[src/rtl/alu_seq_ctrl.sv]
// rtl/alu_seq_ctrl.sv - fetch/execute control sequencer for the single-bus ALU datapath
module alu_seq_ctrl #(
    parameter int OPW       = 5,
    parameter int ALUW      = 5,
    parameter int REG_CNT   = 12,
    parameter int IMM_BASE  = 16,
    parameter int IMM_CNT   = 8,
    parameter int MAX_WAIT  = 15,
    parameter int CNT_W     = 16,
    parameter int FETCH_INC = 1
) (
    input  logic             clk,
    input  logic             clr,
    input  logic             run,
    input  logic [31:0]      ir,
    input  logic             mem_rdy,
    output logic             Pout,
    output logic             MARen,
    output logic             IncPC,
    output logic             Read,
    output logic             MDRen,
    output logic             MDROut,
    output logic             IRen,
    output logic             Gra,
    output logic             Grb,
    output logic             Grc,
    output logic             Rout,
    output logic             Rin,
    output logic             Yen,
    output logic             Cout,
    output logic             Zen,
    output logic             ZLOout,
    output logic [ALUW-1:0]  alu_control,
    output logic             busy,
    output logic             done,
    output logic             fault,
    output logic [1:0]       fault_code,
    output logic [CNT_W-1:0] instr_cnt
);

    localparam int WW = (MAX_WAIT > 1) ? $clog2(MAX_WAIT + 1) : 1;
    localparam logic [WW-1:0]  WAIT_LAST = WW'(MAX_WAIT - 1);
    localparam logic [OPW:0]   REG_END   = (OPW + 1)'(REG_CNT);
    localparam logic [OPW:0]   IMM_LO    = (OPW + 1)'(IMM_BASE);
    localparam logic [OPW:0]   IMM_END   = (OPW + 1)'(IMM_BASE + IMM_CNT);
    localparam logic [OPW-1:0] IMM_OFF   = OPW'(IMM_BASE);

    typedef enum logic [2:0] {
        S_IDLE, S_T0, S_T1, S_T2, S_T3, S_T4, S_T5, S_FAULT
    } state_t;

    state_t           state_q;
    logic [WW-1:0]    wait_q;
    logic [OPW-1:0]   opcode_q;
    logic             imm_q;
    logic [CNT_W-1:0] instr_cnt_q;
    logic [1:0]       fault_code_q;

    logic [OPW-1:0] ir_op;
    logic [OPW:0]   op_ext;
    logic           is_reg;
    logic           is_imm;
    logic [OPW-1:0] alu_sel;
    logic           unused_ir;

    assign ir_op     = ir[31:32-OPW];
    assign op_ext    = {1'b0, ir_op};
    assign is_reg    = op_ext < REG_END;
    assign is_imm    = (op_ext >= IMM_LO) && (op_ext < IMM_END);
    assign alu_sel   = imm_q ? (opcode_q - IMM_OFF) : opcode_q;
    assign unused_ir = ^ir[31-OPW:0];

    always_ff @(posedge clk or negedge clr) begin
        if (!clr) begin
            state_q      <= S_IDLE;
            wait_q       <= '0;
            opcode_q     <= '0;
            imm_q        <= 1'b0;
            instr_cnt_q  <= '0;
            fault_code_q <= 2'd0;
        end else begin
            case (state_q)
                S_IDLE: if (run) state_q <= S_T0;
                S_T0: begin
                    wait_q  <= '0;
                    state_q <= S_T1;
                end
                // mem_rdy takes priority over an expiring wait count
                S_T1: begin
                    if (mem_rdy) begin
                        state_q <= S_T2;
                    end else if (wait_q == WAIT_LAST) begin
                        state_q      <= S_FAULT;
                        fault_code_q <= 2'd2;
                    end else begin
                        wait_q <= wait_q + 1'b1;
                    end
                end
                S_T2: state_q <= S_T3;
                S_T3: begin
                    opcode_q <= ir_op;
                    imm_q    <= is_imm;
                    if (is_reg || is_imm) begin
                        state_q <= S_T4;
                    end else begin
                        state_q      <= S_FAULT;
                        fault_code_q <= 2'd1;
                    end
                end
                S_T4: state_q <= S_T5;
                S_T5: begin
                    instr_cnt_q <= instr_cnt_q + 1'b1;
                    state_q     <= run ? S_T0 : S_IDLE;
                end
                S_FAULT: begin
                    if (!run) begin
                        state_q      <= S_IDLE;
                        fault_code_q <= 2'd0;
                    end
                end
                default: state_q <= S_IDLE;
            endcase
        end
    end

    always_comb begin
        Pout        = 1'b0;
        MARen       = 1'b0;
        IncPC       = 1'b0;
        Read        = 1'b0;
        MDRen       = 1'b0;
        MDROut      = 1'b0;
        IRen        = 1'b0;
        Gra         = 1'b0;
        Grb         = 1'b0;
        Grc         = 1'b0;
        Rout        = 1'b0;
        Rin         = 1'b0;
        Yen         = 1'b0;
        Cout        = 1'b0;
        Zen         = 1'b0;
        ZLOout      = 1'b0;
        alu_control = '0;
        done        = 1'b0;
        case (state_q)
            S_T0: begin
                Pout  = 1'b1;
                MARen = 1'b1;
                IncPC = (FETCH_INC != 0);
            end
            S_T1: begin
                Read  = 1'b1;
                MDRen = 1'b1;
            end
            S_T2: begin
                MDROut = 1'b1;
                IRen   = 1'b1;
            end
            S_T3: begin
                Grb  = 1'b1;
                Rout = 1'b1;
                Yen  = 1'b1;
            end
            S_T4: begin
                Zen         = 1'b1;
                alu_control = ALUW'(alu_sel);
                Cout        = imm_q;
                Grc         = !imm_q;
                Rout        = !imm_q;
            end
            S_T5: begin
                ZLOout = 1'b1;
                Gra    = 1'b1;
                Rin    = 1'b1;
                done   = 1'b1;
            end
            default: ;
        endcase
    end

    assign busy       = (state_q != S_IDLE) && (state_q != S_FAULT);
    assign fault      = (state_q == S_FAULT);
    assign fault_code = fault_code_q;
    assign instr_cnt  = instr_cnt_q;

endmodule

[config.mk]
export PLATFORM = sky130hd
export DESIGN_NAME = alu_seq_ctrl
export DESIGN_NICKNAME = d
export VERILOG_FILES = /design/src/rtl/alu_seq_ctrl.sv
export SDC_FILE = /design/constraint.sdc
export NUM_CORES = 1
export LEC_CHECK = 0
export BUFFER_PORTS_ARGS = -buffer_cell sky130_fd_sc_hd__buf_2
export CAP_MARGIN = 10
export CORE_MARGIN = 1
export CORE_UTILIZATION = 45
export DETAILED_ROUTE_END_ITERATION = 8
export PLACE_DENSITY = 0.81
export SYNTH_ARGS = -nofsm -noshare
export SYNTH_HDL_FRONTEND = slang
export SYNTH_SLANG_ARGS = --single-unit
[constraint.sdc]
create_clock -name clk -period 4.2 [get_ports clk]
set_input_delay 0.42 -clock clk [delete_from_list [all_inputs] [get_ports clk]]
set_output_delay 0.42 -clock clk [all_outputs]
set_load 0.02 [all_outputs]
* After elaboration in Yosys (flattened, before gate mapping) *
Index checks and enable logic that the tools add are counted.

cells by class
  $lt $le $gt $ge = 3
  add/subtract/negate cells = 3
  equal/unequal tests = 16
  muxes and demuxes = 26
  reduce and logical (&&, ||, !) cells = 11

operators with widths
  cell                   count
  $pmux 3 s8             1
  $add 16x1->16 const B  1
  $eq 3x3->1 const B     4
  $mux 3                 4
  $ne 2x2->1 const B     6
  $mux 2                 5
  $mux 5                 2
  $mux 1                 9
  $mux 4                 2
  $pmux 4 s2             1
  $eq 3x2->1 const B     2
  $ne 3x3->1 const B     2
  $pmux 2 s3             1
  $reduce_and 3->1       2
  $reduce_bool 3->1      2
  $ge 5x5->1 const B     1
  $lt 5x4->1 const B     1
  $lt 5x5->1 const B     1
  $reduce_and 5->1       1
  $sub 5x5->5 const B    1
  $add 4x1->4 const B    1
  $eq 4x4->1 const B     1
  $eq 3x1->1 const B     1
  $logic_not 3->1        1
  5 further kinds        6

storage, ports and cells
  output and inout bits = 42
  input port bits = 36
  word-level logic and storage cells = 65
  flip-flop bits (word level) = 31

* Longest topological paths before layout *
Gate-level depths: netlist of run 1.

  depth in word-level cells = 5
  gate-level depth with buffers = 6
  mapped depth without buffers = 6

* Least setup slack after synthesis of run 1 *
No wires, ideal clock.

  kind = reg2reg
  from = register wait_q[0]
  to = register wait_q[1]
  arrival time = 1.634 ns
  path slack = 2.438 ns
  stages on the path, launching flop included = 7
  setup time = 0.127 ns
  required time = 4.073 ns
  period minus slack after synthesis = 1.762 ns
  path buffers = 0
  path through = dfrtp_1 -> inv_1 -> ha_1 -> and3_1 -> o21a_1 -> or3_1 -> mux2_1

on the way
  longest elaborated chain between the ends = 4
  elaborated cells on any way between the ends = 7
  classes of those cells = add/sub: 1; eq/ne: 2; mux: 3; reduce/logical: 1

RTL lines
  item                    line  source
  from (decl)             53    logic [WW-1:0] wait_q;
  from (signal assigned)  96    wait_q <= wait_q + 1'b1;
  $add 4x1->4             96
  $mux 4                  92    end else if (wait_q == WAIT_LAST) begin
  $mux 4                  90    if (mem_rdy) begin
  $pmux 4 s2              82    case (state_q)

Several ways; a longest one is shown, not always the timed one. The select of a mux whose other input is x is not followed.
A chain may end at the register's enable or synchronous reset.

* Worst setup path in the final report of run 1 *
  from = register state_q[2]
  to = output port Yen

on the way
  longest elaborated chain between the ends = 2

RTL lines
  item                    line  source
  from (decl)             52    state_t state_q;
  from (signal assigned)  113   state_q <= run ? S_T0 : S_IDLE;
  $eq 3x3->1              145   case (state_q)
  $mux 1                  145
  to (decl)               29    output logic Yen,

Every way passes these cells.

==> results of run 1 <==
flip-flops by register name, summed over array words and instances, names as in the netlist:
signal,flops
instr_cnt,16
imm_q,1
wait_q,4
opcode_q,5
fault_code,2
state_q,3
metal layers:
layer  vias up  part of all wire  track usage
met3         4             0.051       0.0344
li1        681                 -            -
met2        40              0.46        0.289
met4         0             0.014        0.105
met1       656              0.47        0.227
met5         -                 0            0
through the flow:
step	setup slack, ns	area, µm²
after CTS	2.00	2020
final	2.02	2020
after global routing	1.86	2020
after floorplan	2.44	1680
after global placement	2.32	1910
after detailed placement	2.28	1910
final cells by class:
cell class | instances | area [µm²]
multi-input cells | 124 | 792
repair buffers | 50 | 250
clock buffers | 6 | 82.6
flip-flops and latches | 31 | 776
well taps | 46 | 57.6
inverters | 8 | 30.0
clock inverters | 2 | 35.0
fillers | 311 | 1420
synth_stat cells, types with 3 or more instances:
master	count
nor2_1	8
nor2b_1	3
o21ai_1	3
nand4_1	3
nand3_1	10
and3_1	10
inv_2	4
buf_4	9
xor2_1	5
nand2_1	28
xnor2_1	11
ha_1	3
inv_1	4
a21oi_1	6
dfrtp_1	31
nand2b_1	4
path summary, 6_finish.rpt:
path / to / start / depth (start not counted)
min reg2reg: opcode_q[3] / opcode_q[3] / 2
max in group asynchronous: opcode_q[4] / clr / 1
min: instr_cnt[13] / clr / 1
min in group clk: opcode_q[1] / ir[28] / 3
max: Yen / state_q[2] / 3
max reg2reg: instr_cnt[14] / state_q[2] / 4
power breakdown:
group | internal (W) | switching, W
logic | 0.000216 | 0.000356
clock network | 0.000192 | 0.000112
registers | 0.000375 | 0.000120
total | 0.000782 | 0.000587
cell families after synthesis:
kind of cell    after synthesis
compound gates               21
buf+inv                      20
fa+ha+maj                     3
mux                           3
xor+xnor                     16
simple gates                 81
flops                        31
==> results.json, run 1 <==
{
  "syn_inst": 175,
  "netlist_top_cells_area": "dfrtp_1 (46%), nand2_1 (6.3%), xnor2_1 (5.7%)",
  "postSynth.topFlopCell": "dfrtp_1",
  "synth_edf_count": 0,
  "synthArstFlopShare": 1.00,
  "critPathSlowestCell": "dfrtp_1",
  "critPathTopFamily": "flip-flops",
  "design.portCount": 78,
  "post_route_wl_um": 3300,
  "post_synth_num_cell_types": 43,
  "number_of_search_and_repair_iterations_in_the_first_detailed_routing_pass": 4,
  "clock-root-buffer": "clkbuf_8",
  "post_cts.repair.setup_buffers": 0,
  "synthXorXnorAreaFrac": 0.0835,
  "routed_wire_per_std_cell_um": 12.3,
  "r2r_slack_ns": 2.27,
  "clk_latency_ns": 0.28,
  "finish.net_count": 259,
  "power_leakage_nw": 1.12,
  "grt_max_degree": 32,
  "cp.buffers_inverters": 2,
  "synth_simple_gate_area_share": 0.261,
  "route.vias.total": 1381,
  "critical_path_peak_fanout": 23,
  "worst_setup_path_start_kind": "register",
  "worst_slew_margin_rel": 0.532,
  "drv.max_cap_violation_count": 0,
  "synth_compound_area_frac": 0.0865,
  "finalSetupViolations": 0,
  "critical_path.endpoint_type": "output pin",
  "worstSetupPathType": "reg -> out",
  "cts_tree": "yes",
  "power_density_normalized_to_cell_area_nw_per_um2": 677,
  "numCtsBuffers": 5,
  "core-area_um2": 3440,
  "final_min_period_over_clock_period": 0.518,
  "synth.cell_area_um2": 1680,
  "drc_errors_left": 0,
  "cts_max_level": 2,
  "clock_transition_at_the_registers_of_the_reported_paths_ns": 0.07,
  "grt_overflow": 0,
  "synth_top_cell_by_area": "dfrtp_1",
  "critical-path-max-stage-delay_ns": 0.80,
  "finalWeightedCongestion": 0.781,
  "routed_via_count_divided_by_cell_count": 5.17,
  "post_cts_hold_buffer_count": 0,
  "row_count": 21,
  "first_iter_violations": 73,
  "placedCellCount": 259,
  "start_util": 0.487,
  "area_growth_syn_to_layout_pct": 20.6,
  "finish.utilization": 0.588,
  "yosys-mux-area-fraction": 0.0186,
  "worstMarginPinSlew_ns": 0.702,
  "io_buffer_count": 50,
  "fin_worst_skew_ns": 0.00577,
  "synth.ff_latch_count": 31,
  "final_max_slew_viol_count": 0,
  "layout_commonest_cell": "buf_2",
  "grt_setup_unrepaired": "no",
  "first_global_vias": 1252,
  "clock_sinks": 31,
  "floorplan.die.width_um": 63.1,
  "synth_adder_area_share": 0.0224,
  "n_antenna_cell": 0,
  "report.final.hold_viol_count": 0,
  "number_of_standard_cells_in_the_final_layout_excluding_fillers": 267,
  "total_power_w": 0.00137,
  "max_freq_mhz": 459,
  "cts-root-to-sink-buffers": 2,
  "grt_pass1_wl_um": 5510,
  "path_cells": "nand2_2, inv_2, buf_2",
  "drtAntennaViolNets": 0,
  "grt_util_all_layers": 0.181,
  "dpl.hpwl_um": 2350,
  "run_status": "finished, final reports clean",
  "synthesis.area_per_instance_um2": 9.59,
  "final_cell_mix": "buf_2 (50), dfrtp_1 (31), nand2_1 (28)",
  "worst-endpoint-arrival_ns": 1.76,
  "cts_repair_resize_count": 0,
  "synth_top_area_share": 0.462,
  "hold_ws_ns": 0.170,
  "main_combinational_cell_family_by_area_after_synthesis": "simple AND/OR/NAND/NOR gates",
  "post_synthesis_net_count": 214,
  "final_layout_size_suffix_gt1_frac": 0.303,
  "worstHoldPathType": "in -> async",
  "ys_warn_count": 0,
  "timing.final.crit_period_ns": 2.18,
  "power.ir.vdd_worst_mv": 0.357,
  "grt_antenna_before_repair": 0,
  "cp_data_required_time_ns": 3.78,
  "die_h_um": 63.1,
  "synth-seq-area-share": 0.462,
  "fin_tns_setup_ns": 0,
  "dieArea_um2": 3980
}
(Power assumes the default switching activity.)
==> inputs of run 2 (changes only) <==
ABC_AREA = 1   (was default)
PLACE_DENSITY = 0.79   (was 0.81)
clock period = 2.2 ns   (was 4.2 ns; I/O delays follow)
==> run 2 against run 1 <==
  * Sequential power increased by 82%
  * Die area increased by 8.9%
  * Sequential cell count unchanged
  * Combinational power is 89% higher
  * Routed wire length rose by 11%
  * Critical endpoint is now Rout
  * Highest routed layer unchanged
==> results.json, run 2 <==
{
  "post_cts.repair.setup_buffers": 0,
  "ys_warn_count": 0,
  "fin_tns_setup_ns": 0,
  "post_synthesis_net_count": 276,
  "row_count": 22,
  "max_freq_mhz": 505,
  "dpl_cell_area_um2": 2050,
  "clock_transition_at_the_registers_of_the_reported_paths_ns": 0.07,
  "power_leakage_nw": 1.24,
  "numCtsBuffers": 5,
  "cts_max_level": 2,
  "drc_errors_left": 0,
  "routed-wl-met2_um": 1690,
  "worstSetupPathType": "reg -> out",
  "postSynth.topFlopCell": "dfrtp_1",
  "final_min_period_over_clock_period": 0.899,
  "cts_repair_resize_count": 0,
  "area_growth_syn_to_layout_pct": 17.9,
  "synth-seq-area-share": 0.423,
  "final_layout_size_suffix_gt1_frac": 0.249,
  "synth_edf_count": 0,
  "layout_commonest_cell": "nand2_1",
  "synth_top_area_share": 0.423,
  "synth_adder_area_share": 0.0205,
  "finalWeightedCongestion": 0.825,
  "cp-endpoint": "Rout",
  "clock-root-buffer": "clkbuf_8",
  "crit_path_start": "state_q[0]",
  "seqCellArea_um2": 776,
  "post_synth_num_cell_types": 31,
  "first_global_vias": 1541,
  "netlist_top_cells_area": "dfrtp_1 (42%), nand2_1 (15%), inv_1 (5.9%)",
  "worstHoldPathType": "in -> reg",
  "cts_tree": "yes",
  "number_of_search_and_repair_iterations_in_the_first_detailed_routing_pass": 4,
  "io_buffer_count": 50,
  "cp_data_required_time_ns": 1.98,
  "fin_worst_skew_ns": 0.00798,
  "main_combinational_cell_family_by_area_after_synthesis": "simple AND/OR/NAND/NOR gates",
  "grt_overflow": 0,
  "n_antenna_cell": 0,
  "timing.final.crit_period_ns": 1.98,
  "critical_path_peak_fanout": 10,
  "synth_simple_gate_area_share": 0.322,
  "drtAntennaViolNets": 0,
  "grt_setup_unrepaired": "no",
  "top_layer": "met4",
  "report.final.hold_viol_count": 0,
  "start_util": 0.486,
  "met3_layer_wire_length_in_the_routed_design_um": 223,
  "finalSetupViolations": 0,
  "routed_wire_per_std_cell_um": 11.0,
  "worstRegToRegCells": 6,
  "final_design_area_no_fill_um2": 2160,
  "final_cell_mix": "nand2_1 (72), buf_2 (50), dfrtp_1 (31)",
  "clock_sinks": 31,
  "worstMarginPinSlew_ns": 0.682,
  "synthesis.area_per_instance_um2": 7.73,
  "synthArstFlopShare": 1.00,
  "synth_top_cell_by_area": "dfrtp_1",
  "synthXorXnorAreaFrac": 0.0430,
  "run_status": "finished, final reports clean",
  "synth.ff_latch_count": 31,
  "yosys-mux-area-fraction": 0,
  "synthMostInstantiatedCell": "nand2_1",
  "grt_util_all_layers": 0.202,
  "floorplan.die.width_um": 65.8,
  "synth.cell_area_um2": 1830,
  "ys_top_cells_by_count": "nand2_1 (72), dfrtp_1 (31), inv_1 (29)",
  "die_h_um": 65.8,
  "critical_path.endpoint_type": "output pin",
  "cts-root-to-sink-buffers": 2,
  "route.vias.total": 1620,
  "fill_cells": 364,
  "syn_inst": 237,
  "grt_antenna_before_repair": 0,
  "dpl.hpwl_um": 2770,
  "final_max_slew_viol_count": 0,
  "dieArea_um2": 4330,
  "m1WireLength_um": 1680,
  "post_route_wl_um": 3650,
  "routed_via_count_divided_by_cell_count": 4.86,
  "core-area_um2": 3770,
  "design.portCount": 78,
  "worst_setup_path_start_kind": "register",
  "largest_register_ffs": 16,
  "multi_input_combinational_cell_area_um2": 843,
  "worst_slew_margin_rel": 0.545,
  "synth_compound_area_frac": 0.0745,
  "power_density_normalized_to_cell_area_nw_per_um2": 1150,
  "worst-endpoint-arrival_ns": 1.76,
  "grt_max_degree": 32,
  "grt_pass1_wl_um": 6530,
  "power.ir.vdd_worst_mv": 0.814,
  "r2r_start": "state_q[0]",
  "first_iter_violations": 103,
  "regToRegEndpoint": "instr_cnt[10]",
  "clk_latency_ns": 0.28,
  "drv.max_cap_violation_count": 0,
  "r2r_slack_ns": 0.65,
  "finish.net_count": 323
}
run 2: changes by cell type in the layout (fill, tap and decap cells not counted), sizes merged, moves of 3 or more:
cell / before / now
nand2: 29 / 74
inv: 8 / 32
nor2: 8 / 29
o21ai: 5 / 20
and3: 10 / 0
xnor2: 11 / 4
a21oi: 6 / 2
nand2b: 4 / 0
nand3: 10 / 13
nor2b: 3 / 0
nor4: 3 / 0
run 2: layout make-up:
type,count,area share
sequential,31,0.359
multi-input combinational,163,0.390
inverter,32,0.0556
clock buffer,8,0.0463
timing repair buffer,51,0.121
tap,48,0.0278
run 2: worst max-delay path, stage by stage (launching register included):
cell	delay, ns
dfrtp_1	0.62
nand3_1	0.37
o21ai_0	0.28
buf_2	0.20
run 2: worst min path at each step:
stage,start,depth (start not counted),slack (ns),to
after floorplan,clr,0,-0.08,fault_code[0]
after global placement,clr,1,0.31,instr_cnt[6]
after detailed placement,clr,1,0.30,instr_cnt[6]
after CTS,ir[30],2,0.13,imm_q
after global routing,ir[30],2,0.14,imm_q
final,ir[27],3,0.13,opcode_q[0]
run 2: power breakdown:
group | internal, W | switching (W) | total (W)
logic | 0.000351 | 0.000734 | 0.00108
registers | 0.000721 | 0.000177 | 0.000898
clock network | 0.000285 | 0.000214 | 0.000500
run 2: kinds of logic after synthesis:
group | after synthesis
compound gates | 25
xor+xnor | 9
fa+ha+maj | 3
buf+inv | 43
flops | 31
simple gates | 126
run 2: layer usage:
layer | track usage | vias up
met2 | 0.341 | 49
met1 | 0.240 | 739
met5 | 0 | -
li1 | - | 826
met4 | 0.0734 | 0
met3 | 0.0603 | 6
run 2: metrics by stage:
stage,std cells,total power [W],utilization,hold slack (ns),worst slack (ns)
after global placement,324,0.00197,0.543,0.305,0.517
after CTS,333,0.00250,0.573,0.129,0.203
after global routing,333,0.00268,0.573,0.137,0.105
after floorplan,237,0.00179,-,-0.0756,0.674
final,333,0.00248,0.573,0.134,0.221
after detailed placement,324,0.00200,0.543,0.303,0.524
run 2: repair_timing:
item	in CTS	in global routing
hold buffers	1	0
endpoints found under the hold margin	23	0
setup endpoints to repair	0	0
